## config.mk

```make
export PLATFORM = sky130hd
export DESIGN_NAME = instr_encoder
export DESIGN_NICKNAME = d
export VERILOG_FILES = /design/src/rtl/instr_encoder.sv
export SDC_FILE = /design/constraint.sdc
export NUM_CORES = 1
export LEC_CHECK = 0
export BUFFER_PORTS_ARGS = -buffer_cell sky130_fd_sc_hd__buf_4
export CELL_PAD_IN_SITES_DETAIL_PLACEMENT = 0
export CELL_PAD_IN_SITES_GLOBAL_PLACEMENT = 1
export CORE_MARGIN = 3
export CORE_UTILIZATION = 35
export DETAILED_ROUTE_END_ITERATION = 7
export GPL_TIMING_DRIVEN = 0
export PLACE_DENSITY_LB_ADDON = 0.1
export SETUP_SLACK_MARGIN = 0.1
export SLEW_MARGIN = 20
export SYNTH_ARGS = -nofsm -noshare
export SYNTH_HDL_FRONTEND = slang
export SYNTH_SLANG_ARGS = --single-unit
```

## constraint.sdc

```tcl
create_clock -name clk -period 1.8 [get_ports clk]
set_input_delay 0.09 -clock clk [delete_from_list [all_inputs] [get_ports clk]]
set_output_delay 0.09 -clock clk [all_outputs]
set_load 0.02 [all_outputs]
```

## src/rtl/instr_encoder.sv

```systemverilog
// instr_encoder
//   Packs ARM-subset instruction fields into 32-bit machine words and writes
//   them to consecutive instruction-memory word addresses starting at BASE.
//   Bundles the core's decoder cannot execute are rejected and flagged.
//
// Ports
//   clk, reset        clock, synchronous active-high reset
//   start             pulse: (re)start a program at BASE
//   in_valid/in_ready field-bundle handshake (ready only while running)
//   op,funct,cond,rn,rd,imm  instruction fields
//   we,waddr,wdata    registered instruction-memory write port
//   count             words written since start
//   full              last memory address has been written
//   err, err_addr     sticky reject flag, address of the first rejected bundle
module instr_encoder #(
   parameter int          ADDR_W = 6,
   parameter int unsigned BASE   = 0
) (
   input  logic              clk,
   input  logic              reset,
   input  logic              start,
   input  logic              in_valid,
   output logic              in_ready,
   input  logic [1:0]        op,
   input  logic [5:0]        funct,
   input  logic [3:0]        cond,
   input  logic [3:0]        rn,
   input  logic [3:0]        rd,
   input  logic [23:0]       imm,
   output logic              we,
   output logic [ADDR_W-1:0] waddr,
   output logic [31:0]       wdata,
   output logic [ADDR_W:0]   count,
   output logic              full,
   output logic              err,
   output logic [ADDR_W-1:0] err_addr
);

   localparam logic [ADDR_W-1:0] BASE_A = ADDR_W'(BASE);

   typedef enum logic [1:0] {IDLE, RUN, FULL} state_t;

   state_t            state;
   logic [ADDR_W-1:0] addr;     // address the next legal bundle will use
   logic [31:0]       enc;
   logic              legal;
   logic              accept;

   assign in_ready = (state == RUN);
   assign accept   = in_valid && in_ready;

   // Encoding and legality check on the presented bundle.
   always_comb begin
      enc   = '0;
      legal = 1'b0;
      case (op)
         2'b00: begin
            enc   = {cond, 2'b00, funct, rn, rd, imm[11:0]};
            // only ADD, SUB, AND, ORR are executed by the core
            legal = (funct[4:1] == 4'b0100) || (funct[4:1] == 4'b0010) ||
                    (funct[4:1] == 4'b0000) || (funct[4:1] == 4'b1100);
         end
         2'b01: begin
            enc   = {cond, 2'b01, funct, rn, rd, imm[11:0]};
            // immediate offset (funct[5] is ~I) and word access only
            legal = !funct[5] && !funct[2];
         end
         2'b10: begin
            enc   = {cond, 2'b10, funct[5:4], imm};
            legal = (funct[5:4] == 2'b10);   // plain B, no link
         end
         default: begin
            enc   = '0;
            legal = 1'b0;
         end
      endcase
   end

   always_ff @(posedge clk) begin
      if (reset) begin
         state    <= IDLE;
         addr     <= BASE_A;
         we       <= 1'b0;
         waddr    <= '0;
         wdata    <= '0;
         count    <= '0;
         full     <= 1'b0;
         err      <= 1'b0;
         err_addr <= '0;
      end else begin
         we <= 1'b0;
         // start has priority: a bundle offered alongside it is dropped
         if (start) begin
            state    <= RUN;
            addr     <= BASE_A;
            count    <= '0;
            full     <= 1'b0;
            err      <= 1'b0;
            err_addr <= '0;
         end else if (accept) begin
            if (legal) begin
               we    <= 1'b1;
               waddr <= addr;
               wdata <= enc;
               count <= count + 1'b1;
               // no wrap: the top address ends the program
               if (addr == '1) begin
                  full  <= 1'b1;
                  state <= FULL;
               end else begin
                  addr <= addr + 1'b1;
               end
            end else begin
               err <= 1'b1;
               if (!err) err_addr <= addr;
            end
         end
      end
   end

endmodule

```

==> metrics.txt, run 1 <==
run status=finished, final reports clean; post-synthesis sequential area ratio=0.472; Tightest Pin Transition=0.770 ns; Area Growth Syn to Fin=50.8%; Routed WL=7300 microns; Max stage delay cell, worst path=dfxtp_1; first-pass iteration count of the detailed router=4; initial antenna violation count=0; Clock power frac=0.430; Logic pwr share=0.099; worst path cell trace=ha_2, and3_2, a211oi_4, buf_4, a21oi_1, a31o_2; Synth Register Bits=61; top cells by count, synth=dfxtp_1, nor2_1, a21oi_1; GR Overflow Total=0; vias in the first global route=2435; worst r2r dst=addr[2]$_SDFFE_PP0P_; nets=460; all-layer global routing usage=0.178; Post-synth EDFFs=0; Tmin final=approximately 1.6 ns; area leader, netlist=dfxtp_1; CP max FO=7; GRT met2 Usage=0.286; Syn Area/Cell=9.33 sq um; WP data required=2.02 ns; Static Leakage=0.00155 uW; Tcrit/Tclk final=0.894; Crit Path Category=flip-flop to flip-flop; Internal=2250 uW; io pins=103; CTS tree=built; routability cong.=~0.74; Worst-Skew Late Latency=0.33 ns; most area-consuming cells after synthesis=dfxtp_1, mux2i_1, nor2_1, a21oi_1, a211oi_2; Critical Path Sink Type=flip-flop; clock buffer count from CTS=9; met1 GRT Util=0.217; part of the power in registers=0.471; syn_nets=about 330; CTS root buf=clkbuf_8; HP Class=input pin to flip-flop; final setup margin=0.191 ns; # setup viols final=0; die area=8450 sq um; Synth top area share=0.472; Final Hold Fails=0; Starting Density=0.370; share of layout cells above drive strength 1=0.349; Vias=2436; Switch Pwr=~650 uW; max-slew violations=0; Placement Setup Slack=-0.190 ns; Yosys warnings=0; DR DRC count=0; total clock sinks=61; Async S/R FF share, synth=0; H-tree levels=3; skew final=0.00974 ns; crit path launch=addr[0]$_SDFFE_PP0P_; HPWL Detailed=5100 microns; Setup crit start kind=flip-flop; first-pass GRT wire length=11900 microns; FF-to-FF path depth=6; global routing's busiest layer=met2; PwrDens=about 740 nW/um^2; Reg2Reg Setup Slack=around 0.19 ns; Die Y-Extent=91.9 microns; Post-DRT Antenna Nets=0; sw frac=0.224; total power=2900 uW; Reg-to-Reg Start=addr[0]$_SDFFE_PP0P_; core region area=6980 sq um; Gate Count Post-Synth=277; Top FF cell, synth=dfxtp_1; Setup crit end=addr[2]$_SDFFE_PP0P_; initial DRC count=approximately 70; Clock Path Buffers=2; ant diodes=0; post-synthesis cell type count=38; FILL cells=691; Finished Cell Area=3900 sq um; drt wl/cell=14.3 microns; CP peak stage delay=0.37 ns; RSZ-0062 raised after global routing=no; clock slew at reported path FFs=about 0.070 ns; Max-Cap Viols=0; largest net degree at the start of global routing=11; FP Rows=30; top-count cell post-synth=dfxtp_1; Slew HR=0.486; port bufs=102; Max IR drop VDD=0.423 mV; synthesized cell area=2580 sq um; die width=91.9 microns; post-DR vias/cell=between 4 and 5; fmax=622 MHz; met3 Usage GRT=0.0591; Post-Place Cell Area=3470 sq um; WP data arrival=1.83 ns
[final cells by class]
class / count / area (sq um) / share of cell area
Tap cell: 96 / 120 / 0.0308
Timing Repair Buffer: 122 / 975 / 0.250
Sequential cell: 61 / 1220 / 0.313
Inverter: 5 / 18.8 / 0.00482
Clock buffer: 13 / 169 / 0.0433
Multi-Input combinational cell: 195 / 1280 / 0.328
Clock inverter: 1 / 30.0 / 0.00770
Buffer: 16 / 86.3 / 0.0222
[repair_timing]
action	CTS	global route
pin swaps	2	1
resized for setup	2	4
setup endpoints to repair	49	6
hold endpoints to repair	17	0
hold buffers	17	0
setup buffers	2	1
[state kept, by name (all words and copies together), names as in the netlist]
register / count
err_addr: 6
wdata: 32
we: 1
err: 1
count: 7
waddr: 6
addr: 6
state: 2
[routing by layer]
metal,vias up,wire length [microns]
li1,1235,-
met1,1105,3260
met2,80,3330
met3,16,542
met4,0,168
met5,-,0
[power groups by stage]
stage	clock [uW]	sequential, uW	combinational, uW
after floorplan	0	1410	105
after global placement	0	1400	247
after detailed placement	0	1400	249
after CTS	1280	1370	287
after global routing	1340	1370	313
final	1240	1370	287
[cell families (layout without fill, tap and decap cells)]
kind of cell,after synthesis,in the layout,synth area share
simple gates,106,106,0.205
compound gates,62,62,0.180
flops,61,61,0.472
buf+inv,21,157,0.0392
mux,18,18,0.0697
xor+xnor,7,7,0.0237
fa+ha+maj,2,2,0.00968
[per-stage QoR]
stage	util	setup TNS [ns]	std cells	hold WS, ns
after floorplan	-	0	277	0.220
after global placement	0.497	-1.16	475	0.309
after detailed placement	0.497	-2.13	475	0.315
after CTS	0.556	0	508	0.0257
after global routing	0.558	0	509	0.0309
final	0.558	0	509	0.0384
[worst min path at each step]
stage	start	cells after the start	endpoint	slack (ns)
floorplan	imm[10]	2	wdata[10]$_SDFFE_PP0P_	0.22
global placement	cond[1]	3	wdata[29]$_SDFFE_PP0P_	0.31
detailed placement	cond[1]	3	wdata[29]$_SDFFE_PP0P_	0.31
CTS	start	2	state[0]$_SDFFE_PP0P_	0.03
global route	start	2	state[0]$_SDFFE_PP0P_	0.03
finish	start	2	state[0]$_SDFFE_PP0P_	0.04
[cells in the final DEF (no fill, tap or decap), types with 12 or more instances in the layout]
master	synthesis	routed
buf_4	1	104
dfxtp_1	61	61
nor2_1	42	42
a21oi_1	20	19
mux2i_1	18	18
nand3_1	17	17
dlygate4sd3_1	0	17
nor2b_1	14	14
o21ai_0	12	12
clkbuf_8	0	12
[worst max-delay path, delay by kind of cell (launching register included)]
family | cells | cell delay, ns
flops | 1 | 0.37
compound gates | 3 | 0.47
simple gates | 1 | 0.24
fa+ha+maj | 1 | 0.23
buf+inv | 1 | 0.19
(Power assumes the default switching activity.)
==> inputs of run 2 (changes only) <==
--- a/config.mk
+++ b/config.mk
@@ -8,7 +8,7 @@
 export BUFFER_PORTS_ARGS = -buffer_cell sky130_fd_sc_hd__buf_4
 export CELL_PAD_IN_SITES_DETAIL_PLACEMENT = 0
 export CELL_PAD_IN_SITES_GLOBAL_PLACEMENT = 1
-export CORE_MARGIN = 3
+export CORE_MARGIN = 10
 export CORE_UTILIZATION = 35
 export DETAILED_ROUTE_END_ITERATION = 7
 export GPL_TIMING_DRIVEN = 0
==> metrics.txt, run 2 (synthesized netlist as in run 1, its figures left out) <==
run status=finished, final reports clean; io pins=103; largest net degree at the start of global routing=11; Routed WL=7690 microns; flip-flop and latch area=1220 sq um; first-pass GRT wire length=12800 microns; routability cong.=roughly 0.8; Tcrit/Tclk final=0.889; WP data required=2.00 ns; post-DR vias/cell=4.69; FILL cells=700; GR Overflow Total=0; # setup viols final=0; fmax=625 MHz; multi-input logic area=1280 sq um; FP Rows=31; Max IR drop VDD=between 0.6 and 0.7 mV; Tightest Pin Transition=roughly 0.77 ns; total negative setup slack=0 ns; die width=around 110 microns; Top cell by count, worst path=buf_6; Static Leakage=0.00159 uW; WP data arrival=between 1.5 and 2 ns; all-layer global routing usage=0.140; Worst-Skew Late Latency=between 0.3 and 0.4 ns; Tmin final=1.60 ns; Max-Cap Viols=0; HPWL Detailed=5700 microns; ant diodes=0; Setup crit start kind=flip-flop; Crit path buffers/inverters=3; clock buffer count from CTS=9; max-slew violations=0; Critical Path Sink Type=flip-flop; Clock Path Buffers=2; delay-heaviest family, CP=buffers and inverters; worst path cell trace=nand3b_1, buf_12, a211oi_4, buf_6, buf_6, mux2i_1, nor2_1; nets=463; clock slew at reported path FFs=0.07 ns; share of layout cells above drive strength 1=0.366; die area=11200 sq um; Area Growth Syn to Fin=53.3%; Max stage delay cell, worst path=dfxtp_1; Slew HR=0.484; commonest non-fill, non-tap cell in the layout=buf_4; DR DRC count=0; H-tree levels=3; HP Class=input pin to flip-flop; CP peak stage delay=0.34 ns; Post-DRT Antenna Nets=0; CP max FO=10; skew final=0.00752 ns; PwrDens=approximately 760 nW/um^2; core region area=7210 sq um; initial DRC count=85; vias in the first global route=2514; drt wl/cell=14.9 microns; Final Hold Fails=0; Vias=2426; Largest Register=wdata; Finished Cell Area=about 4000 sq um; Starting Density=0.358; biggest regs=wdata x32, count x7; RSZ-0062 raised after global routing=yes; most frequent cells in the layout=buf_4, dfxtp_1, nor2_1; total clock sinks=around 60; CTS tree=built; first-pass iteration count of the detailed router=4; Crit Path Category=flip-flop to flip-flop; port bufs=around 100; initial antenna violation count=0; max reg flops=32; CTS root buf=clkbuf_8; Die Y-Extent=around 110 microns; Post-Place Cell Area=about 3500 sq um
==> run 2: cell count changes in the layout (fill, tap and decap cells not counted) <==
cell | before | now
clkinv_2 | 0 | 2
buf_4 | 104 | 107
mux2i_1 | 18 | 17
clkbuf_2 | 0 | 1
dfxtp_2 | 0 | 2
bufinv_16 | 1 | 2
buf_12 | 1 | 2
clkbuf_1 | 10 | 9
buf_8 | 1 | 0
mux2i_2 | 0 | 1
dfxtp_1 | 61 | 59
clkbuf_8 | 12 | 11
==> run 2: area by class of cell <==
| cell class | instances | share of cell area |
|---|---|---|
| buffer | 16 | 0.0234 |
| clock buffer | 12 | 0.0392 |
| clock inverter | 4 | 0.0177 |
| inverter | 5 | 0.00474 |
| multi-input combinational | 195 | 0.323 |
| sequential | 61 | 0.309 |
| tap | 99 | 0.0313 |
| timing repair buffer | 125 | 0.252 |
==> run 2: what timing repair did <==
action                                  4_1_cts  5_1_grt
cloned                                        0        0
endpoints found under the setup margin       49       16
setup buffers                                 3        3
gates resized for setup                       2       10
hold endpoints to repair                     17        0
pin swaps                                     2        1
hold buffers                                 17        0
==> run 2: worst paths after layout <==
kind                            startpoint                       end  slack [ns]  cells after the start
setup reg to reg     state[1]$_SDFFE_PP0P_    wdata[31]$_SDFFE_PP0P_        0.20                      7
setup / recovery     state[1]$_SDFFE_PP0P_    wdata[31]$_SDFFE_PP0P_        0.20                      7
hold / removal                       start     state[0]$_SDFFE_PP0P_        0.04                      2
hold reg to reg   err_addr[5]$_SDFFE_PP0P_  err_addr[5]$_SDFFE_PP0P_        0.47                      2
==> run 2: routing by layer <==
metal  GRT usage  wire [microns]
met5           0               0
met4      0.0348              78
met3      0.0676             557
met2       0.227            3560
met1       0.161            3490
==> run 2: worst register-to-register path, stage by stage, from the launching register on <==
cell and delay, ns:
dfxtp_1 0.34, nand3b_1 0.21, buf_12 0.17, a211oi_4 0.18
buf_6 0.15, buf_6 0.15, mux2i_1 0.21, nor2_1 0.05
==> run 2: report_power, final <==
part / internal (uW) / switching (uW)
combinational: 153 / 134
sequential: 1360 / 6.32
clock: 851 / 520
==> run 2: metrics by stage <==
stage	worst slack, ns	util	power [uW]	std cells	hold WS (ns)
2_1_floorplan	0.105	-	1510	277	0.220
3_3_place_gp	-0.204	0.482	1640	478	0.308
3_5_place_dp	-0.206	0.482	1640	478	0.314
4_1_cts	0.137	0.543	3070	514	0.0245
5_1_grt	0.0887	0.549	3160	517	0.0204
6_report	0.200	0.549	3020	517	0.0379
